File: src/rtl/count_monitor_pkg.sv
// count_monitor_pkg: shared widths and snapshot field layout for the counter monitor
package count_monitor_pkg;
  localparam int CNT_W_DEF = 4;
  localparam int EPOCH_W_DEF = 8;
  localparam int DEPTH_DEF = 4;
  localparam int SNAP_CNT_LSB = 0;
endpackage

File: src/rtl/count_monitor_if.sv
// count_monitor_if: valid/ready snapshot readout channel
interface count_monitor_if #(parameter int W = 12);
  logic snap_valid;
  logic snap_ready;
  logic [W-1:0] snap_data;
  modport master(output snap_valid, output snap_data, input snap_ready);
  modport slave(input snap_valid, input snap_data, output snap_ready);
endinterface

File: src/rtl/count_monitor_snap_fifo.sv
// snap_fifo: register-array FIFO with separate level count, no empty bypass
module snap_fifo #(
  parameter int W = 12,
  parameter int DEPTH = 4,
  localparam int AW = $clog2(DEPTH)
) (
  input  logic          CLK,
  input  logic          RST,
  input  logic          clr,
  input  logic          push,
  input  logic          pop,
  input  logic [W-1:0]  din,
  output logic [W-1:0]  dout,
  output logic [AW:0]   level,
  output logic          full,
  output logic          empty
);
  logic [W-1:0] mem_q [DEPTH];
  logic [AW-1:0] wr_q, rd_q;
  logic [AW:0] lvl_q;
  logic do_push, do_pop;
  assign empty = lvl_q == '0;
  assign full = lvl_q == (AW+1)'(DEPTH);
  assign do_pop = pop & ~clr & ~empty;
  assign do_push = push & ~clr & (~full | do_pop);
  assign level = lvl_q;
  assign dout = empty ? '0 : mem_q[rd_q];
  // pointers and occupancy; clr flushes, pointers wrap modulo DEPTH
  always_ff @(posedge CLK or negedge RST) begin
    if (!RST) begin
      wr_q <= '0;
      rd_q <= '0;
      lvl_q <= '0;
    end else if (clr) begin
      wr_q <= '0;
      rd_q <= '0;
      lvl_q <= '0;
    end else begin
      wr_q <= wr_q + AW'(do_push);
      rd_q <= rd_q + AW'(do_pop);
      lvl_q <= lvl_q + (AW+1)'(do_push) - (AW+1)'(do_pop);
    end
  end
  // entry storage; stale contents are masked by the empty gate on dout
  always_ff @(posedge CLK) begin
    if (do_push) mem_q[wr_q] <= din;
  end
endmodule

File: src/rtl/count_monitor.sv
// count_monitor: epoch tally of counter wraps with timestamped snapshot FIFO
module count_monitor
  import count_monitor_pkg::*;
#(
  parameter int CNT_W = CNT_W_DEF,
  parameter int EPOCH_W = EPOCH_W_DEF,
  parameter int DEPTH = DEPTH_DEF
) (
  input  logic                     CLK,
  input  logic                     RST,
  input  logic                     CLR,
  input  logic [CNT_W-1:0]         c_in,
  input  logic                     ovf_in,
  input  logic                     cap_req,
  count_monitor_if.master          snap,
  output logic [$clog2(DEPTH):0]   fifo_level,
  output logic                     epoch_sat,
  output logic                     drop_flag
);
  logic ovf_q;
  logic [EPOCH_W-1:0] epoch_q, epoch_d, epoch_inc;
  logic sat_q, sat_d, drop_q, drop_d;
  logic ovf_rise, full, empty;
  logic [EPOCH_W+CNT_W-1:0] snap_din;
  assign ovf_rise = ovf_in & ~ovf_q;
  assign epoch_inc = epoch_q + 1'b1;
  // next epoch saturates at all-ones; flags are sticky until CLR
  always_comb begin
    epoch_d = CLR ? '0 : (ovf_rise && !(&epoch_q)) ? epoch_inc : epoch_q;
    sat_d = CLR ? 1'b0 : sat_q | (ovf_rise & (&epoch_inc));
    drop_d = CLR ? 1'b0 : drop_q | (cap_req & full & ~snap.snap_ready);
    snap_din = '0;
    snap_din[SNAP_CNT_LSB +: CNT_W] = c_in;
    snap_din[SNAP_CNT_LSB+CNT_W +: EPOCH_W] = epoch_q;
  end
  // edge-detect history keeps sampling through CLR so a held level is not re-counted
  always_ff @(posedge CLK or negedge RST) begin
    if (!RST) begin
      ovf_q <= 1'b0;
      epoch_q <= '0;
      sat_q <= 1'b0;
      drop_q <= 1'b0;
    end else begin
      ovf_q <= ovf_in;
      epoch_q <= epoch_d;
      sat_q <= sat_d;
      drop_q <= drop_d;
    end
  end
  snap_fifo #(.W(EPOCH_W+CNT_W), .DEPTH(DEPTH)) u_fifo (
    .CLK(CLK), .RST(RST), .clr(CLR), .push(cap_req), .pop(snap.snap_ready),
    .din(snap_din), .dout(snap.snap_data), .level(fifo_level), .full(full), .empty(empty)
  );
  assign snap.snap_valid = ~empty;
  assign epoch_sat = sat_q;
  assign drop_flag = drop_q;
endmodule
File: src/flat_wrapper.sv
// flat-port wrapper written by rule: the top's interface ports become plain ports
module count_monitor_flat import count_monitor_pkg::*;
#(
  parameter int CNT_W = CNT_W_DEF,
  parameter int EPOCH_W = EPOCH_W_DEF,
  parameter int DEPTH = DEPTH_DEF
)
  (CLK, RST, CLR, c_in, ovf_in, cap_req, fifo_level, epoch_sat, drop_flag, snap_snap_valid, snap_snap_data, snap_snap_ready);
  count_monitor_if snap_i ();
  input  logic CLK;
  input  logic RST;
  input  logic CLR;
  input  logic [CNT_W-1:0] c_in;
  input  logic ovf_in;
  input  logic cap_req;
  output logic [$clog2(DEPTH):0] fifo_level;
  output logic epoch_sat;
  output logic drop_flag;
  output wire logic [$bits(snap_i.snap_valid)-1:0] snap_snap_valid;
  output wire logic [$bits(snap_i.snap_data)-1:0] snap_snap_data;
  input wire logic [$bits(snap_i.snap_ready)-1:0] snap_snap_ready;
  assign snap_snap_valid = snap_i.snap_valid;
  assign snap_snap_data = snap_i.snap_data;
  assign snap_i.snap_ready = snap_snap_ready;
  count_monitor #(.CNT_W(CNT_W), .EPOCH_W(EPOCH_W), .DEPTH(DEPTH)) u_core (.CLK(CLK), .RST(RST), .CLR(CLR), .c_in(c_in), .ovf_in(ovf_in), .cap_req(cap_req), .snap(snap_i), .fifo_level(fifo_level), .epoch_sat(epoch_sat), .drop_flag(drop_flag));
endmodule
File: config.mk
export PLATFORM = sky130hd
export DESIGN_NAME = count_monitor_flat
export DESIGN_NICKNAME = d
export VERILOG_FILES = /design/src/rtl/count_monitor_pkg.sv /design/src/rtl/count_monitor_if.sv /design/src/rtl/count_monitor_snap_fifo.sv /design/src/rtl/count_monitor.sv /design/src/flat_wrapper.sv
export SDC_FILE = /design/constraint.sdc
export NUM_CORES = 1
export LEC_CHECK = 0
export ABC_AREA = 1
export BUFFER_PORTS_ARGS = -buffer_cell sky130_fd_sc_hd__buf_2
export CORE_MARGIN = 2
export CORE_UTILIZATION = 24
export DETAILED_ROUTE_END_ITERATION = 8
export GPL_TIMING_DRIVEN = 1
export PLACE_DENSITY = 0.35
export SYNTH_ARGS = -nofsm -noshare
export SYNTH_HDL_FRONTEND = slang
export SYNTH_HIERARCHICAL = 1
export SYNTH_SLANG_ARGS = --single-unit
File: constraint.sdc
create_clock -name CLK -period 1.92 [get_ports CLK]
set_input_delay 0.384 -clock CLK [delete_from_list [all_inputs] [get_ports CLK]]
set_output_delay 0.384 -clock CLK [all_outputs]
set_load 0.01 [all_outputs]
Word level (Yosys, flattened, before mapping)
Memories as Yosys holds them, arrays and structs flattened.
Cells that the tools add are included.

storage, ports and cells
  flip-flop bits (word level) = 18
  RAM bits = 48
  input port bits = 10
  output and inout port bits = 18
  memories kept = 1

operators by class
  add/sub/neg operators = 5
  equal/unequal tests = 1
  multiplexer cells = 10
  bitwise gates (word level) = 16
  reductions and logical operators = 6

memories
  name                 depth  width  read ports  clocked after memory_dff  write ports  RTL line                       source
  u_core.u_fifo.mem_q  4      12     1           0                         1            count_monitor_snap_fifo.sv:18  logic [W-1:0] mem_q [DEPTH];

operators by type and width
  kind                 number
  $mux 8               2
  $reduce_and 8->1     2
  $mux 12              1
  $add 8x1->8 const B  1
  $and 1x1->1          8
  $not 1->1            5
  $add 2x1->2          2
  $mux 1               4
  $mux 2               2
  $add 3x1->3          1
  $eq 3x3->1 const B   1
  $logic_not 3->1      1
  $mux 3               1
  $or 1x1->1           3
  $sub 3x1->3          1
  $reduce_bool 2->1    1
  $logic_and 1x1->1    1
  $logic_not 1->1      1

Depth between registers and ports, before layout
Gate-level depths: netlist of run 1.

  word-level depth = 8
  mapped depth = 12
  depth with buffers taken out = 12

Hierarchy
Netlist of run 1, hierarchy kept.

by module, submodules not included
  module         times used  cells each  area each (um^2)
  snap_fifo      1           250         2573.7
  count_monitor  1           82          658.1

Least setup slack after synthesis of run 1
OpenSTA, ideal clock, no wires.

  kind = input to register
  start = in CLR
  end = mem u_core.u_fifo.mem_q[0][0], enable pin
  library setup time = 0.380 ns
  arrival = 1.322 ns
  setup slack = 0.217 ns
  cell stages on the path = 4
  buffers on the path = 1
  cells stage by stage = buf_2 nor2_1 o21ai_2 nor2_1

between the ends
  cells in the longest elaborated chain, start to end = 7
  elaborated cells on any way between the ends = 8
  those cells by class = mux: 2; bitwise: 6

RTL lines
  element                           RTL line                                                      source
  from (decl)                       flat_wrapper.sv:12                                            input logic CLR;
  $not 1->1 (*)                     count_monitor_snap_fifo.sv:24, count_monitor_snap_fifo.sv:25
  $and 1x1->1 (2 in a row)          count_monitor_snap_fifo.sv:24                                 assign do_pop = pop & ~clr & ~empty;
  $or 1x1->1                        count_monitor_snap_fifo.sv:25                                 assign do_push = push & ~clr & (~full | do_pop);
  $and 1x1->1 (*)                   count_monitor_snap_fifo.sv:25
  $mux 1 (*)                        count_monitor_snap_fifo.sv:46                                 if (do_push) mem_q[wr_q] <= din;
  $mux 1 (implied by the code) (*)  count_monitor_snap_fifo.sv:46
  to (decl)                         count_monitor_snap_fifo.sv:18

Mark *: on every way between the ends. The rest lies on a longest branch, timed or not.

Worst setup path in the final report of run 1
  start = reg u_core.u_fifo.rd_q[0]
  end = out snap_snap_data[9]

between the ends
  cells in the longest elaborated chain, start to end = 2

RTL lines
  element                 RTL line                       source
  from (decl)             count_monitor_snap_fifo.sv:19  logic [AW-1:0] wr_q, rd_q;
  from (signal assigned)  count_monitor_snap_fifo.sv:40  rd_q <= rd_q + AW'(do_pop);
  $mem_v2 4x12            -
  $mux 12                 count_monitor_snap_fifo.sv:27  assign dout = empty ? '0 : mem_q[rd_q];
  to (decl)               flat_wrapper.sv:20             output wire logic [$bits(snap_i.snap_data)-1:0] snap_snap_data;

Every way passes these cells.

==> metrics, run 1 <==
status=finished, violations left; failing checks=hold timing; Core Util, Final=29.61%; share of layout cells above drive strength 1=22.49%; DR WL/cell=13.02 um; Final Total Pwr=0.004002 W; number of synthesized register bits=66; die width=120.0 um; PD cells=1025 mW/mm^2; relative slew slack=70.39%; crit end category=output pin; initial antenna violation count=0; Worst R2R Path Depth=10; syn_nets=348; crit path DAT=1.44 ns; grt total ovfl=0; TritonCTS clock tree=done; Worst R2R Start=u_core/u_fifo/level[1]; post-route cell area=0.003906 mm^2; vias=2,155; reg2reg end=u_core/u_fifo/level[1]; Fin. Hold Viols=7; 1st-iter DRT viols=85; register area share after synthesis=58.54%; fin cells=554; CP Launch Type=flop; Max Freq=0.5495 GHz; first-pass GRT wire length=11,720 um; final clock skew=0.005850 ns; starting density of the core=24.50%; WHS=-0.006342 ns; vias in the first global route=2,105; core area=0.01319 mm^2; largest net degree at the start of global routing=25; Pleak=1.818 nW; port bufs=27; post-synth top area cell=edfxtp_1; Synth cell types=29; reg2reg setup slack=0.16 ns; HPWL after DPL=4602 um; Die Ht=120.0 um; Worst-Skew Late Latency=0.33 ns; GP Congestion=0.7360; fin. max-slew vios=0; Residual DRC=0; Tcrit/Tclk final=94.78%; Clock Tree Buf Depth=2; CTS buffer count=9; Final setup viols=0; CTS root buf=clkbuf_16; unrepaired setup endpoints after global routing=true; Sink Count=66; row count=42; diode count=0; Syn Area/Cell=9.734 um^2; Hold Path Class=input port to async pin; dpl cells=536; top post-synthesis cells by area=edfxtp_1 45%, dfrtp_1 14%, nand2_1 9.2%; CTS H-Tree Depth=3; number of routed nets with antenna violations=0; Synth top area share=44.60%; Hold Buf Count CTS=0; crit path max fanout=15; Routed WL=7211 um; Peak supply drop=0.0003199 V; total track usage=11.04%; Ys Warns=6; NumNets Final=389; vias per cell=3.890; MaxCap Viol Count=0; drt pass-1 iters=4; Reg clk slew, reported paths=0.05 ns; area grow syn2layout=20.87%; DIE AREA=0.01441 mm^2; placed cell area=0.003587 mm^2; synthesized cell area=0.003232 mm^2; # IOs=28; worst path required time=1.54 ns; cell count after synthesis=332; Crit Path Class=flop to output pin; min Tclk post-route=1.820 ns; Least-Margin Pin Slew=0.4441 ns
## cells by family (layout without fill, tap and decap cells)
| family | Yosys count | after routing | synth area share (%) |
|---|---|---|---|
| flip-flops | 66 | 66 | 58.54 |
| AND/OR/NAND/NOR | 148 | 148 | 21.41 |
| XOR/XNOR | 3 | 3 | 0.8132 |
| AO/OA/AOI/OAI | 23 | 23 | 5.033 |
| adder cells (fa/ha/maj) | 6 | 6 | 2.555 |
| buffers and inverters | 85 | 131 | 11.34 |
| multiplexers | 1 | 1 | 0.3097 |
## per-layer routing
layer	wire, um	global-route usage [%]
met1	3400	14.47
met2	3445	17.44
met3	250	2.899
met4	114	4.191
met5	0	0
## synth_stat cells
| library cell | count |
|---|---|
| mux2i_1 | 1 |
| ha_1 | 5 |
| buf_2 | 3 |
| o21ai_0 | 4 |
| nand2_4 | 2 |
| nand2_1 | 79 |
| a21oi_2 | 10 |
| nor2_1 | 22 |
| buf_4 | 2 |
| nand2_2 | 2 |
| xnor2_1 | 2 |
| nor2_4 | 1 |
| nor2_2 | 1 |
| inv_1 | 72 |
| o21bai_1 | 1 |
| xor2_1 | 1 |
| nand3_1 | 32 |
| fa_1 | 1 |
| buf_6 | 4 |
| o21ai_1 | 1 |
| nand3b_4 | 1 |
| edfxtp_1 | 48 |
| inv_4 | 1 |
| dfrtp_1 | 18 |
| a21oi_1 | 5 |
| o21ai_2 | 2 |
| inv_2 | 2 |
| nand3_2 | 8 |
| clkbuf_4 | 1 |
## sequential cells by signal (all words and copies together), names as in the netlist
register / flops
u_core/u_fifo/rd_q: 2
u_core/ovf_q: 1
u_core/epoch_sat: 1
u_core/drop_flag: 1
u_core/epoch_q: 8
u_core/u_fifo/wr_q: 2
u_core/u_fifo/mem_q: 48
u_core/u_fifo/level: 3
## what timing repair did
action	4_1_cts	5_1_grt
gates resized for setup	2	8
pin swaps	0	1
setup endpoints to repair	13	15
buffers inserted	0	2
## area by class of cell
type,instances,area (um^2)
tap,176,220.2
sequential,66,1894
clock inverter,4,42.54
inverter,75,294.0
fill,1408,9284
timing repair buffer,40,240.2
multi-input combinational,181,978.4
clock buffer,12,236.5
## through the flow
step	TNS, ns	hold slack [ns]	setup slack [ns]
2_1_floorplan	0	0.08841	0.2173
3_3_place_gp	0	0.3665	0.1585
3_5_place_dp	0	0.3699	0.1390
4_1_cts	0	0.01017	0.006064
5_1_grt	-0.02629	0.02868	-0.01045
6_report	0	-0.006342	0.1002
## layout by cell type, fill, tap and decap left out, drive strengths merged
cell    instances
ha              5
nand2          83
edfxtp         48
o21ai           7
clkbuf         12
nor2           24
o21bai          1
a21oi          15
mux2i           1
inv            75
xnor2           2
clkinv          3
bufinv          1
xor2            1
buf            40
fa              1
nand3b          1
dfrtp          18
nand3          40
## worst max-delay path, stage by stage (launching register included)
cell and delay [ns]:
dfrtp_2 0.46, buf_8 0.18, nand2_1 0.08, nand3_2 0.08
a21oi_2 0.15, buf_2 0.15
## worst max-delay path by stage
| stage | endpoint | depth (start not counted) | startpoint |
|---|---|---|---|
| 5_1_grt | snap_snap_data[0] | 5 | u_core/u_fifo/rd_q[0] |
| 3_3_place_gp | u_core/u_fifo/level[2] | 11 | CLR |
| 4_1_cts | snap_snap_data[10] | 5 | u_core/u_fifo/rd_q[0] |
| 6_report | snap_snap_data[9] | 5 | u_core/u_fifo/rd_q[0] |
| 2_1_floorplan | u_core/u_fifo/mem_q[0][0] | 4 | CLR |
| 3_5_place_dp | u_core/u_fifo/level[2] | 11 | CLR |
## power by group
part,total [W],internal (W),leakage [nW],switching (W)
sequential,0.00163,0.00159,0.708,0.0000420
combinational,0.000814,0.000287,0.975,0.000527
clock,0.00156,0.000994,0.136,0.000563
total,0.00400,0.00287,1.82,0.00113
No activity file was read; power rests on OpenSTA's default activity.
==> run 2, diff against run 1 <==
- CORE_UTILIZATION: 24 -> 55
- PLACE_DENSITY: 0.35 -> 0.7
- clock period: 1.92 -> 1.95 ns (I/O delays scaled with it)
==> run 2 against run 1 <==
The run now ends clean. Wire length down 23%. Utilization up 36 points. Critical path depth unchanged. Sequential share of layout area up 3.3 points. Non-clock buffer count down 4. Power down 14%. Hold slack better by 0.18 ns. Clock-buffer cell count down 2. Sequential cell count unchanged. Register-to-register slack better by 0.03 ns. Combinational power down 9.7%. Die area down 55%. Highest routed layer unchanged.
==> metrics, run 2 (same netlist as run 1, synthesis figures left out) <==
crit end category=output pin; die width=80.66 um; vias=2,152; port bufs=27; Crit Path Class=flop to output pin; CP max-delay cell=dfrtp_1; Worst-Skew Late Latency=0.33 ns; Peak supply drop=0.0005440 V; status=finished clean; first-pass GRT wire length=9101 um; Final setup viols=0; Fin. Hold Viols=0; worst path required time=1.56 ns; Filler Cell Count=468; Tcrit/Tclk final=94.46%; placed cell area=0.003427 mm^2; TritonCTS clock tree=done; MaxCap Viol Count=0; slowest stage delay, CP=0.44 ns; unrepaired setup endpoints after global routing=false; Pleak=1.760 nW; relative slew slack=71.90%; TNS Setup=0 ns; Max Freq=0.5429 GHz; Worst R2R Path Depth=11; DR WL/cell=12.43 um; grt total ovfl=0; CTS buffer count=9; largest net degree at the start of global routing=25; commonest non-fill, non-tap cell in the layout=nand2_1; Residual DRC=0; drt pass-1 iters=4; vias in the first global route=1,968; Least-Margin Pin Slew=0.4211 ns; crit path max fanout=12; total track usage=19.03%; CTS root buf=clkbuf_8; max reg flops=48; min Tclk post-route=1.842 ns; HPWL after DPL=3636 um; reg2reg end=u_core/u_fifo/level[2]; Most flops, register=u_core/u_fifo/mem_q; 1st-iter DRT viols=159; GP Congestion=0.7893; Reg clk slew, reported paths=0.07 ns; Worst R2R Start=u_core/u_fifo/level[1]; share of layout cells above drive strength 1=22.19%; CTS H-Tree Depth=3; CP Buf/Inv Count=2; starting density of the core=57.98%; Clock Tree Buf Depth=2; reg2reg setup slack=0.19 ns; PD cells=941.8 mW/mm^2; crit path DAT=1.45 ns; number of routed nets with antenna violations=0; hold path depth=1; CP Launch Type=flop; diode count=0; Sink Count=66; most frequent cells in the layout=78 x nand2_1, 72 x inv_1, 48 x edfxtp_1, 32 x nand3_1, 27 x buf_2; row count=27; final clock skew=0.003568 ns; CP top delay family=flip-flops; NumNets Final=385; crit-path cells=buf_4 -> nand2_1 -> nand3_2 -> a21oi_2 -> buf_2; Routed WL=5546 um; Hold Path Class=input port to flop; Die Ht=80.66 um; area grow syn2layout=13.01%; DIE AREA=0.006505 mm^2; fin. max-slew vios=0; # IOs=28; initial antenna violation count=0; HP Start=ovf_in; Worst Hold End=u_core/ovf_q; post-route cell area=0.003652 mm^2; vias per cell=4.825; core area=0.005574 mm^2
-- run 2: final cells by class --
class | instances | area, um^2 | share of cell area (%)
Clock buffer | 10 | 137.6 | 3.768
Clock inverter | 6 | 56.30 | 1.542
Inverter | 75 | 286.5 | 7.845
Multi-Input combinational cell | 181 | 983.4 | 26.93
Sequential cell | 66 | 1893 | 51.83
Tap cell | 72 | 90.09 | 2.467
Timing Repair Buffer | 36 | 205.2 | 5.618
-- run 2: worst register-to-register path: cells and delay by family (launching register included) --
| kind | cells | cell delay, ns |
|---|---|---|
| DFF | 1 | 0.45 |
| and+or+nand+nor | 8 | 0.69 |
| buffers and inverters | 1 | 0.05 |
| adders and majority gates | 2 | 0.50 |
-- run 2: per-layer routing --
layer,vias up,part of all wire (%),global-route usage (%)
met5,-,0,0
met4,0,1.4,7.627
met3,6,4.6,4.045
met2,43,49,32.83
met1,989,45,23.25
li1,1114,-,-
-- run 2: worst max-delay path by stage --
stage	start	endpoint	slack, ns	cells past startpoint
6_report	u_core/u_fifo/rd_q[0]	snap_snap_data[9]	0.11	5
5_1_grt	u_core/u_fifo/rd_q[0]	snap_snap_data[9]	0.008	5
2_1_floorplan	CLR	u_core/u_fifo/mem_q[0][0]	0.24	4
3_3_place_gp	CLR	u_core/u_fifo/level[2]	0.19	11
3_5_place_dp	CLR	u_core/u_fifo/level[2]	0.14	12
4_1_cts	u_core/u_fifo/level[1]	snap_snap_data[11]	0.04	5
-- run 2: power breakdown --
group          leakage (nW)  internal, W  switching, W
clock                0.0995     0.000614      0.000486
combinational         0.951     0.000261      0.000474
sequential            0.709      0.00156     0.0000440
total                  1.76      0.00244       0.00100
-- run 2: per-stage QoR --
stage          utilization (%)  setup slack (ns)  total power (W)  hold slack, ns  std cells
2_1_floorplan                -            0.2413         0.002146         0.09441        332
3_5_place_dp             61.48            0.1417         0.002347          0.3499        428
4_1_cts                  65.19           0.04070         0.003451          0.1623        445
6_report                 65.52            0.1080         0.003440          0.1775        446
3_3_place_gp             61.48            0.1868         0.002336          0.3444        428
5_1_grt                  65.52          0.007892         0.003612          0.1692        446
-- run 2: timing repair --
| action | CTS | global route |
|---|---|---|
| buffers inserted | 0 | 1 |
| hold buffers | 1 | 0 |
| resized for setup | 1 | 4 |
| endpoints found under the hold margin | 18 | 0 |
| endpoints found under the setup margin | 6 | 15 |
